<file path="src/rtl/clk_div_pkg.sv">
// Shared constants and helpers for the programmable 50%-duty clock divider.
// Combinational helpers only; no latency, no backpressure.
package clk_div_pkg;

  localparam int unsigned MIN_DIV = 2;

  typedef enum logic {
    ST_IDLE = 1'b0,
    ST_RUN  = 1'b1
  } run_st_t;

  // Number of input cycles the posedge duty flop stays high: ceil(n/2).
  function automatic logic [31:0] hi_cnt(input logic [31:0] n);
    return (n + 32'd1) >> 1;
  endfunction

endpackage

</file>
<file path="src/rtl/clk_div_prog_if.sv">
// Control/status bundle of the programmable clock divider.
// Plain wires; no latency, no backpressure.
interface clk_div_prog_if #(
  parameter int W = 8
);
  logic         en;
  logic [W-1:0] div_val;
  logic         div_load;
  logic         clk_out;
  logic         tick;
  logic         div_err;
  logic [W-1:0] div_cur;

  modport master (
    output en, div_val, div_load,
    input  clk_out, tick, div_err, div_cur
  );

  modport slave (
    input  en, div_val, div_load,
    output clk_out, tick, div_err, div_cur
  );
endinterface

</file>
<file path="src/rtl/clk_div_cnt.sv">
// Period counter, run control and divisor load/apply for the clock divider.
// Next-state outputs are combinational from registers and inputs; no backpressure.
module clk_div_cnt
  import clk_div_pkg::*;
#(
  parameter int W           = 8,
  parameter int DEFAULT_DIV = 9
) (
  input  logic         clk,
  input  logic         rstn,
  input  logic         en,
  input  logic [W-1:0] div_val,
  input  logic         div_load,
  output logic [W-1:0] cnt_nxt,
  output logic         run_nxt,
  output logic [W-1:0] div_nxt,
  output logic         tick,
  output logic         div_err,
  output logic [W-1:0] div_cur
);

  typedef logic [W-1:0] div_t;
  localparam div_t DEF_DIV = div_t'(DEFAULT_DIV);
  localparam div_t ONE     = div_t'(1);
  localparam div_t MIN     = div_t'(MIN_DIV);

  run_st_t state;
  run_st_t state_nxt;
  div_t    cnt;
  div_t    div_act;
  div_t    div_pend;
  logic    pend_vld;
  logic    run;
  logic    wrap;
  logic    start;
  logic    load_ok;
  logic    load_bad;

  assign load_ok  = div_load & (div_val >= MIN);
  assign load_bad = div_load & (div_val <  MIN);

  always_ff @(posedge clk or negedge rstn) begin
    if (!rstn) state <= ST_IDLE;
    else       state <= state_nxt;
  end

  // A stop request is only honoured at the wrap, so the period always completes.
  always_comb begin
    state_nxt = state;
    case (state)
      ST_IDLE: if (en)          state_nxt = ST_RUN;
      ST_RUN:  if (wrap && !en) state_nxt = ST_IDLE;
      default:                  state_nxt = ST_IDLE;
    endcase
  end

  always_comb begin
    run     = (state == ST_RUN);
    wrap    = run & (cnt == div_act - ONE);
    start   = ~run & en;
    tick    = wrap;
    run_nxt = (state_nxt == ST_RUN);
  end

  // A load arriving on the wrap cycle bypasses the pending slot.
  always_comb begin
    cnt_nxt = cnt;
    div_nxt = div_act;
    if (start || wrap) begin
      cnt_nxt = '0;
      if (load_ok)       div_nxt = div_val;
      else if (pend_vld) div_nxt = div_pend;
    end else if (run) begin
      cnt_nxt = cnt + ONE;
    end
  end

  always_ff @(posedge clk or negedge rstn) begin
    if (!rstn) begin
      cnt      <= '0;
      div_act  <= DEF_DIV;
      div_pend <= DEF_DIV;
      pend_vld <= 1'b0;
      div_err  <= 1'b0;
    end else begin
      cnt     <= cnt_nxt;
      div_act <= div_nxt;
      if (start || wrap) begin
        pend_vld <= 1'b0;
      end else if (load_ok) begin
        div_pend <= div_val;
        pend_vld <= 1'b1;
      end
      if (load_bad) div_err <= 1'b1;
    end
  end

  assign div_cur = div_act;

endmodule

</file>
<file path="src/rtl/clk_div_prog.sv">
// Runtime-programmable 50%-duty clock divider, N = 2..2^W-1; odd N uses a negedge flop.
// clk_out rises on the first posedge sampling en (odd N: following negedge); no backpressure.
module clk_div_prog
  import clk_div_pkg::*;
#(
  parameter int W           = 8,
  parameter int DEFAULT_DIV = 9
) (
  input  logic           clk,
  input  logic           rstn,
  clk_div_prog_if.slave  bus
);

  typedef logic [W-1:0] div_t;
  localparam div_t DEF_DIV = div_t'(DEFAULT_DIV);

  div_t cnt_nxt;
  div_t div_nxt;
  div_t hi_lim;
  logic run_nxt;
  logic p_q;
  logic n_q;
  logic odd_q;

  clk_div_cnt #(
    .W           (W),
    .DEFAULT_DIV (DEFAULT_DIV)
  ) u_cnt (
    .clk      (clk),
    .rstn     (rstn),
    .en       (bus.en),
    .div_val  (bus.div_val),
    .div_load (bus.div_load),
    .cnt_nxt  (cnt_nxt),
    .run_nxt  (run_nxt),
    .div_nxt  (div_nxt),
    .tick     (bus.tick),
    .div_err  (bus.div_err),
    .div_cur  (bus.div_cur)
  );

  // ceil(N/2) never exceeds 2^(W-1), so it fits back into W bits.
  assign hi_lim = div_t'(hi_cnt(32'(div_nxt)));

  // div_nxt only moves at the wrap/start, so odd_q switches only at a period boundary.
  always_ff @(posedge clk or negedge rstn) begin
    if (!rstn) begin
      p_q   <= 1'b0;
      odd_q <= DEF_DIV[0];
    end else begin
      p_q   <= run_nxt & (cnt_nxt < hi_lim);
      odd_q <= div_nxt[0];
    end
  end

  always_ff @(negedge clk or negedge rstn) begin
    if (!rstn) n_q <= 1'b0;
    else       n_q <= p_q;
  end

  assign bus.clk_out = odd_q ? (p_q & n_q) : p_q;

endmodule
</file>
<file path="src/flat_wrapper.sv">
// flat-port wrapper written by rule: the top's interface ports become plain ports
module clk_div_prog_flat import clk_div_pkg::*;
#(
  parameter int W           = 8,
  parameter int DEFAULT_DIV = 9
)
  (clk, rstn, bus_en, bus_div_val, bus_div_load, bus_clk_out, bus_tick, bus_div_err, bus_div_cur);
  clk_div_prog_if #(.W(W)) bus_i ();
  input  logic clk;
  input  logic rstn;
  input wire logic [$bits(bus_i.en)-1:0] bus_en;
  input wire logic [$bits(bus_i.div_val)-1:0] bus_div_val;
  input wire logic [$bits(bus_i.div_load)-1:0] bus_div_load;
  output wire logic [$bits(bus_i.clk_out)-1:0] bus_clk_out;
  output wire logic [$bits(bus_i.tick)-1:0] bus_tick;
  output wire logic [$bits(bus_i.div_err)-1:0] bus_div_err;
  output wire logic [$bits(bus_i.div_cur)-1:0] bus_div_cur;
  assign bus_i.en = bus_en;
  assign bus_i.div_val = bus_div_val;
  assign bus_i.div_load = bus_div_load;
  assign bus_clk_out = bus_i.clk_out;
  assign bus_tick = bus_i.tick;
  assign bus_div_err = bus_i.div_err;
  assign bus_div_cur = bus_i.div_cur;
  clk_div_prog #(.W(W), .DEFAULT_DIV(DEFAULT_DIV)) u_core (.clk(clk), .rstn(rstn), .bus(bus_i));
endmodule
</file>
<file path="config.mk">
export PLATFORM = sky130hd
export DESIGN_NAME = clk_div_prog_flat
export DESIGN_NICKNAME = d
export VERILOG_FILES = /design/src/rtl/clk_div_pkg.sv /design/src/rtl/clk_div_prog_if.sv /design/src/rtl/clk_div_cnt.sv /design/src/rtl/clk_div_prog.sv /design/src/flat_wrapper.sv
export SDC_FILE = /design/constraint.sdc
export NUM_CORES = 1
export LEC_CHECK = 0
export BUFFER_PORTS_ARGS = -buffer_cell sky130_fd_sc_hd__buf_2
export CAP_MARGIN = 20
export CORE_MARGIN = 4
export CORE_UTILIZATION = 55
export CTS_CLUSTER_SIZE = 40
export DETAILED_ROUTE_END_ITERATION = 6
export PLACE_DENSITY = 0.76
export SYNTH_ARGS = -nofsm -noshare
export SYNTH_HDL_FRONTEND = slang
export SYNTH_SLANG_ARGS = --single-unit
</file>
<file path="constraint.sdc">
create_clock -name clk -period 5.09 [get_ports clk]
set_clock_uncertainty 0.05 [all_clocks]
set_input_delay 0.2545 -clock clk [delete_from_list [all_inputs] [get_ports clk]]
set_output_delay 0.2545 -clock clk [all_outputs]
set_load 0.005 [all_outputs]
</file>
Yosys cells after proc, flatten, opt, wreduce, memory -nomap -nowiden
Index checks and enable logic that the tools add are counted.
{"block": "op_classes", "n_addsub": 3, "order_cmp": 3, "eq_ne": 1, "n_mux": 11, "bitwise_logic": 8, "n_reduce_logical": 5}
{"cell": "$mux 8", "n": 5}
{"cell": "$add 8x1->9 const B", "n": 1}
{"cell": "$add 8x1->8 const B", "n": 1}
{"cell": "$eq 8x8->1", "n": 1}
{"cell": "$ge 8x2->1 const B", "n": 1}
{"cell": "$lt 8x2->1 const B", "n": 1}
{"cell": "$lt 8x8->1", "n": 1}
{"cell": "$sub 8x1->8 const B", "n": 1}
{"cell": "$and 1x1->1", "n": 6}
{"cell": "$mux 1", "n": 5}
{"cell": "$not 1->1", "n": 2}
{"cell": "$pmux 1 s2", "n": 1}
{"cell": "$reduce_and 2->1", "n": 1}
{"cell": "$reduce_bool 2->1", "n": 1}
{"cell": "$logic_and 1x1->1", "n": 1}
{"cell": "$logic_not 1->1", "n": 1}
{"cell": "$logic_or 1x1->1", "n": 1}
{"block": "word_totals", "regBits": 30, "wordCells": 40}

Depth between registers and ports, before layout
{"block": "logic_depth", "word_depth": 8, "mapped_depth": 19}

By module
A second synthesis with hierarchy kept.
{"block": "hier_totals", "cells_unflattened": 163, "area_unflattened_um2": 1834.3}
{"module": "clk_div_cnt", "instances": 1, "cells_each": 128, "area_each_um2": 1480.2}
{"module": "clk_div_prog", "instances": 1, "cells_each": 35, "area_each_um2": 354.1}

==> parameters.txt <==
Parameter                              Value

Clock tree
  CTS-repair resized insts ... 0
  TritonCTS clock tree ... yes
  Number of buffers created by CTS ... 5
  Number of levels in the clock H-tree ... 2
  Post-CTS Repair Setup Buffers ... 0
  CTS Hold Buffers Added ... 1
  Number of buffers on the longest clock path ... 2
  Clock network latency to the later pin of the worst-skew pair ... 0.34 ns
  Clock slew seen by the registers of the worst setup and hold paths ... 0.09 ns
  Sinks on the clock net ... 29
  Root buffer selected by CTS ... sky130_fd_sc_hd__clkbuf_4

Logic synthesis
  Share of synthesized registers carrying an async set or reset ... 1.00
  Syn Inst Count ... 202
  Library cells used by synthesis ... 53
  Syn Std Cell Area ... 1960 sq um
  Most frequently used cell type in the post-synthesis netlist ... sky130_fd_sc_hd__dfrtp_1
  Most used flip-flop cell after synthesis ... sky130_fd_sc_hd__dfrtp_1
  Synthesis warning total ... 0
  Most frequent cells after synthesis ... sky130_fd_sc_hd__dfrtp_1 (24), sky130_fd_sc_hd__nand2_1 (18), sky130_fd_sc_hd__nor2_1 (17), sky130_fd_sc_hd__mux2_2 (11)
  Number of flops mapped to enable cells by yosys ... 0
  Mapped Avg Cell Area ... 9.72 sq um
  Fraction of synthesized cell area taken by the top area cell type ... 0.306
  Dominant cells by area after synthesis ... sky130_fd_sc_hd__dfrtp_1 (31%), sky130_fd_sc_hd__ha_1 (6.4%), sky130_fd_sc_hd__mux2_2 (6.3%), sky130_fd_sc_hd__dfstp_2 (5.4%), sky130_fd_sc_hd__xnor2_1 (4.5%)
  Part of the Yosys area used for sequential elements ... 0.372
  Synthesized Nets ... 224
  Post-synth top area cell ... sky130_fd_sc_hd__dfrtp_1
  Post-synthesis register bit count ... 29

Critical path
  Endpoint kind of the worst setup timing path ... flop
  Setup crit start ... u_core.u_cnt.div_cur[2]
  Classification of the worst setup path ... flop to flop
  Launching element type of the critical path ... flop
  Worst Path Required ... 5.28 ns
  Maximum fanout count along the critical path ... 22
  Arrival time of data at the critical path endpoint ... 4.30 ns
  Worst reg2reg endpoint ... u_core.p_q
  Worst-case reg-to-reg path depth ... 15
  RR Startpoint ... u_core.u_cnt.div_cur[2]
  Worst setup slack for register-to-register paths ... 0.98 ns

Routing
  Average via count per standard cell ... 5.83
  Total DRC errors in the routed layout ... 0
  Initial detailed-routing violation count ... 66
  Wire per inst ... 16.0 microns
  Number of detailed-routing iterations run before antenna repair ... 4
  Final Routed Wirelength ... 4350 microns
  Vias ... 1579
  Final antenna-violating net count ... 0

GRT
  Global routing met1 resource utilization ... 0.309
  Largest net degree at the start of global routing ... 30
  Via count of the first global-routing pass ... 1554
  Residual overflow from global routing ... 0
  Number of antenna violations at the first check in global routing ... 0
  Fraction of met2 tracks used by global routing ... 0.330
  Global-route wire length before repair ... 7520 microns
  Global routing usage on met3 ... 0.0682
  GRT Util Overall ... 0.225
  Global-route layer with the greatest usage ... met2

Timing
  Setup repair after global routing missed its margin ... false
  Final setup TNS ... 0 ns
  Slew headroom ... 0.531
  Worst-margin pin slew ... 0.698 ns
  Final Hold Vio Count ... 0
  Period Utilization, post-route ... 0.807
  Fmax ... 243 MHz
  Number of max-slew violations in the final report ... 0
  Min Clock Period, post-route ... 4.11 ns
  Number of endpoints failing setup at the final stage ... 0

Min path
  Start point of the worst hold path ... bus_div_val[0]
  Worst hold path cell count ... 2
  Hold Crit Class ... input port to flop
  Terminating pin of the worst hold path ... u_core.u_cnt.div_pend[0]

Floorplanning
  Die width ... 67.7 microns
  Area inside the core boundary ... 3390 sq um
  Number of placed I/O pins ... 23
  Initial standard-cell utilization of the core ... 0.579
  Number of standard-cell rows in the floorplan ... 21
  Vert. Die Dim ... 67.7 microns
  Die outline area ... 4590 sq um

Power and ir drop
  Leakage Power ... 0.952 nW
  Total power ... 0.00133 W
  Maximum vdd drop ... 296 uV
  Pwr/cell area ... 622 nW/um^2

Placed design
  Final Wtd Congestion ... 0.846
  Input/output buffers ... 22
  HPWL after detailed placement ... 3370 microns

Layout
  Post-layout nets ... 246
  Antenna diode count ... 0
  Area added between synthesis and finish ... 9.31%
  Layout cells sized above 1 ... 0.244
  Fill cell total of the finished layout ... 291

Outcome
  Status ... finished clean

Flow run
  Max-capacitance violation count ... 0
[layout by cell type (no fill, tap or decap), types with 2 or more instances in the layout]
| cell | netlist | layout |
|---|---|---|
| sky130_fd_sc_hd__o21ai_0 | 7 | 7 |
| sky130_fd_sc_hd__clkbuf_4 | 0 | 5 |
| sky130_fd_sc_hd__inv_1 | 7 | 7 |
| sky130_fd_sc_hd__mux2i_1 | 7 | 7 |
| sky130_fd_sc_hd__ha_1 | 10 | 10 |
| sky130_fd_sc_hd__a32o_1 | 2 | 2 |
| sky130_fd_sc_hd__a21oi_1 | 6 | 6 |
| sky130_fd_sc_hd__o22ai_1 | 4 | 4 |
| sky130_fd_sc_hd__a22o_1 | 3 | 3 |
| sky130_fd_sc_hd__nand2_1 | 18 | 18 |
| sky130_fd_sc_hd__mux2_2 | 11 | 11 |
| sky130_fd_sc_hd__clkinv_2 | 0 | 2 |
| sky130_fd_sc_hd__a211oi_1 | 3 | 3 |
| sky130_fd_sc_hd__nor4_1 | 2 | 2 |
| sky130_fd_sc_hd__nand4b_1 | 2 | 2 |
| sky130_fd_sc_hd__dfstp_2 | 4 | 4 |
| sky130_fd_sc_hd__xnor2_1 | 10 | 10 |
| sky130_fd_sc_hd__nor2_1 | 17 | 17 |
| sky130_fd_sc_hd__and2_1 | 2 | 2 |
| sky130_fd_sc_hd__or2_2 | 2 | 2 |
| sky130_fd_sc_hd__nand3_1 | 6 | 6 |
| sky130_fd_sc_hd__xor2_1 | 10 | 10 |
| sky130_fd_sc_hd__nor3b_1 | 2 | 2 |
| sky130_fd_sc_hd__nor3_1 | 4 | 4 |
| sky130_fd_sc_hd__and4b_1 | 2 | 2 |
| sky130_fd_sc_hd__dfrtp_1 | 24 | 24 |
| sky130_fd_sc_hd__nand4_1 | 4 | 4 |
| sky130_fd_sc_hd__buf_2 | 1 | 22 |
[through the flow]
step	hold WS, ns	std cells	area (sq um)	setup WS [ns]	utilization
6_report	0.111	271	2150	0.982	0.633
5_1_grt	0.115	271	2150	0.607	0.633
4_1_cts	0.100	271	2150	0.991	0.633
3_5_place_dp	0.233	262	2080	0.996	0.615
3_3_place_gp	0.232	262	2080	1.18	0.615
2_1_floorplan	-0.0911	202	1960	1.15	-
[power breakdown]
group          internal, W  switching, W
sequential        0.000330      0.000139
combinational     0.000354      0.000378
clock            0.0000524     0.0000817
total             0.000736      0.000599
[cell families after synthesis]
logic type                 Yosys count  synth area share
and+or+nand+nor                     73             0.205
buffers and inverters               16            0.0408
DFF                                 29             0.372
xor gates and xnor gates            20            0.0892
adders and majority gates           10            0.0637
AOI/OAI and AO/OA                   35             0.123
muxes                               19             0.106
[layer usage]
| metal | share of wire | vias up | routed length, microns |
|---|---|---|---|
| met3 | 0.046 | 12 | 200 |
| met2 | 0.46 | 30 | 2000 |
| li1 | - | 775 | - |
| met5 | 0 | - | 0 |
| met4 | 0.025 | 0 | 110 |
| met1 | 0.47 | 762 | 2040 |
[worst max-delay path by stage]
stage	endpoint	slack, ns	cells past startpoint
after global routing	u_core.p_q	0.61	17
after global placement	u_core.p_q	1.18	15
after detailed placement	u_core.p_q	1.0	15
after CTS	u_core.p_q	0.99	15
final	u_core.p_q	0.98	15
after floorplan	u_core.p_q	1.15	18
[state kept, by name, summed over array words and instances, names as in the netlist]
register	count
u_core.u_cnt.cnt	8
u_core.u_cnt.div_cur	8
u_core.u_cnt.div_pend	8
u_core.n_q	1
u_core.p_q	1
u_core.u_cnt.div_err	1
u_core.u_cnt.pend_vld	1
u_core.u_cnt.run	1
[layout make-up]
type | count | area [sq um] | area share
multi-input combinational | 157 | 1150 | 0.537
sequential | 29 | 731 | 0.341
timing repair buffer | 24 | 128 | 0.0595
tap | 46 | 57.6 | 0.0268
clock buffer | 6 | 41.3 | 0.0192
inverter | 7 | 26.3 | 0.0122
clock inverter | 2 | 10.0 | 0.00466
[worst max-delay path: stages (launching register included)]
cell                       delay, ns
sky130_fd_sc_hd__dfrtp_1        0.51
sky130_fd_sc_hd__or4_4          0.60
sky130_fd_sc_hd__nor4_1         0.35
sky130_fd_sc_hd__nor3b_2        0.11
sky130_fd_sc_hd__a211oi_2       0.28
sky130_fd_sc_hd__mux2_4         0.37
sky130_fd_sc_hd__nand2_1        0.07
sky130_fd_sc_hd__o21ai_0        0.12
sky130_fd_sc_hd__ha_1           0.27
sky130_fd_sc_hd__nand4_1        0.15
sky130_fd_sc_hd__or2_1          0.26
sky130_fd_sc_hd__ha_1           0.29
sky130_fd_sc_hd__nand3_1        0.09
sky130_fd_sc_hd__a211oi_1       0.17
sky130_fd_sc_hd__o21ai_0        0.10
sky130_fd_sc_hd__and4bb_2       0.22
(Power assumes the default switching activity.)
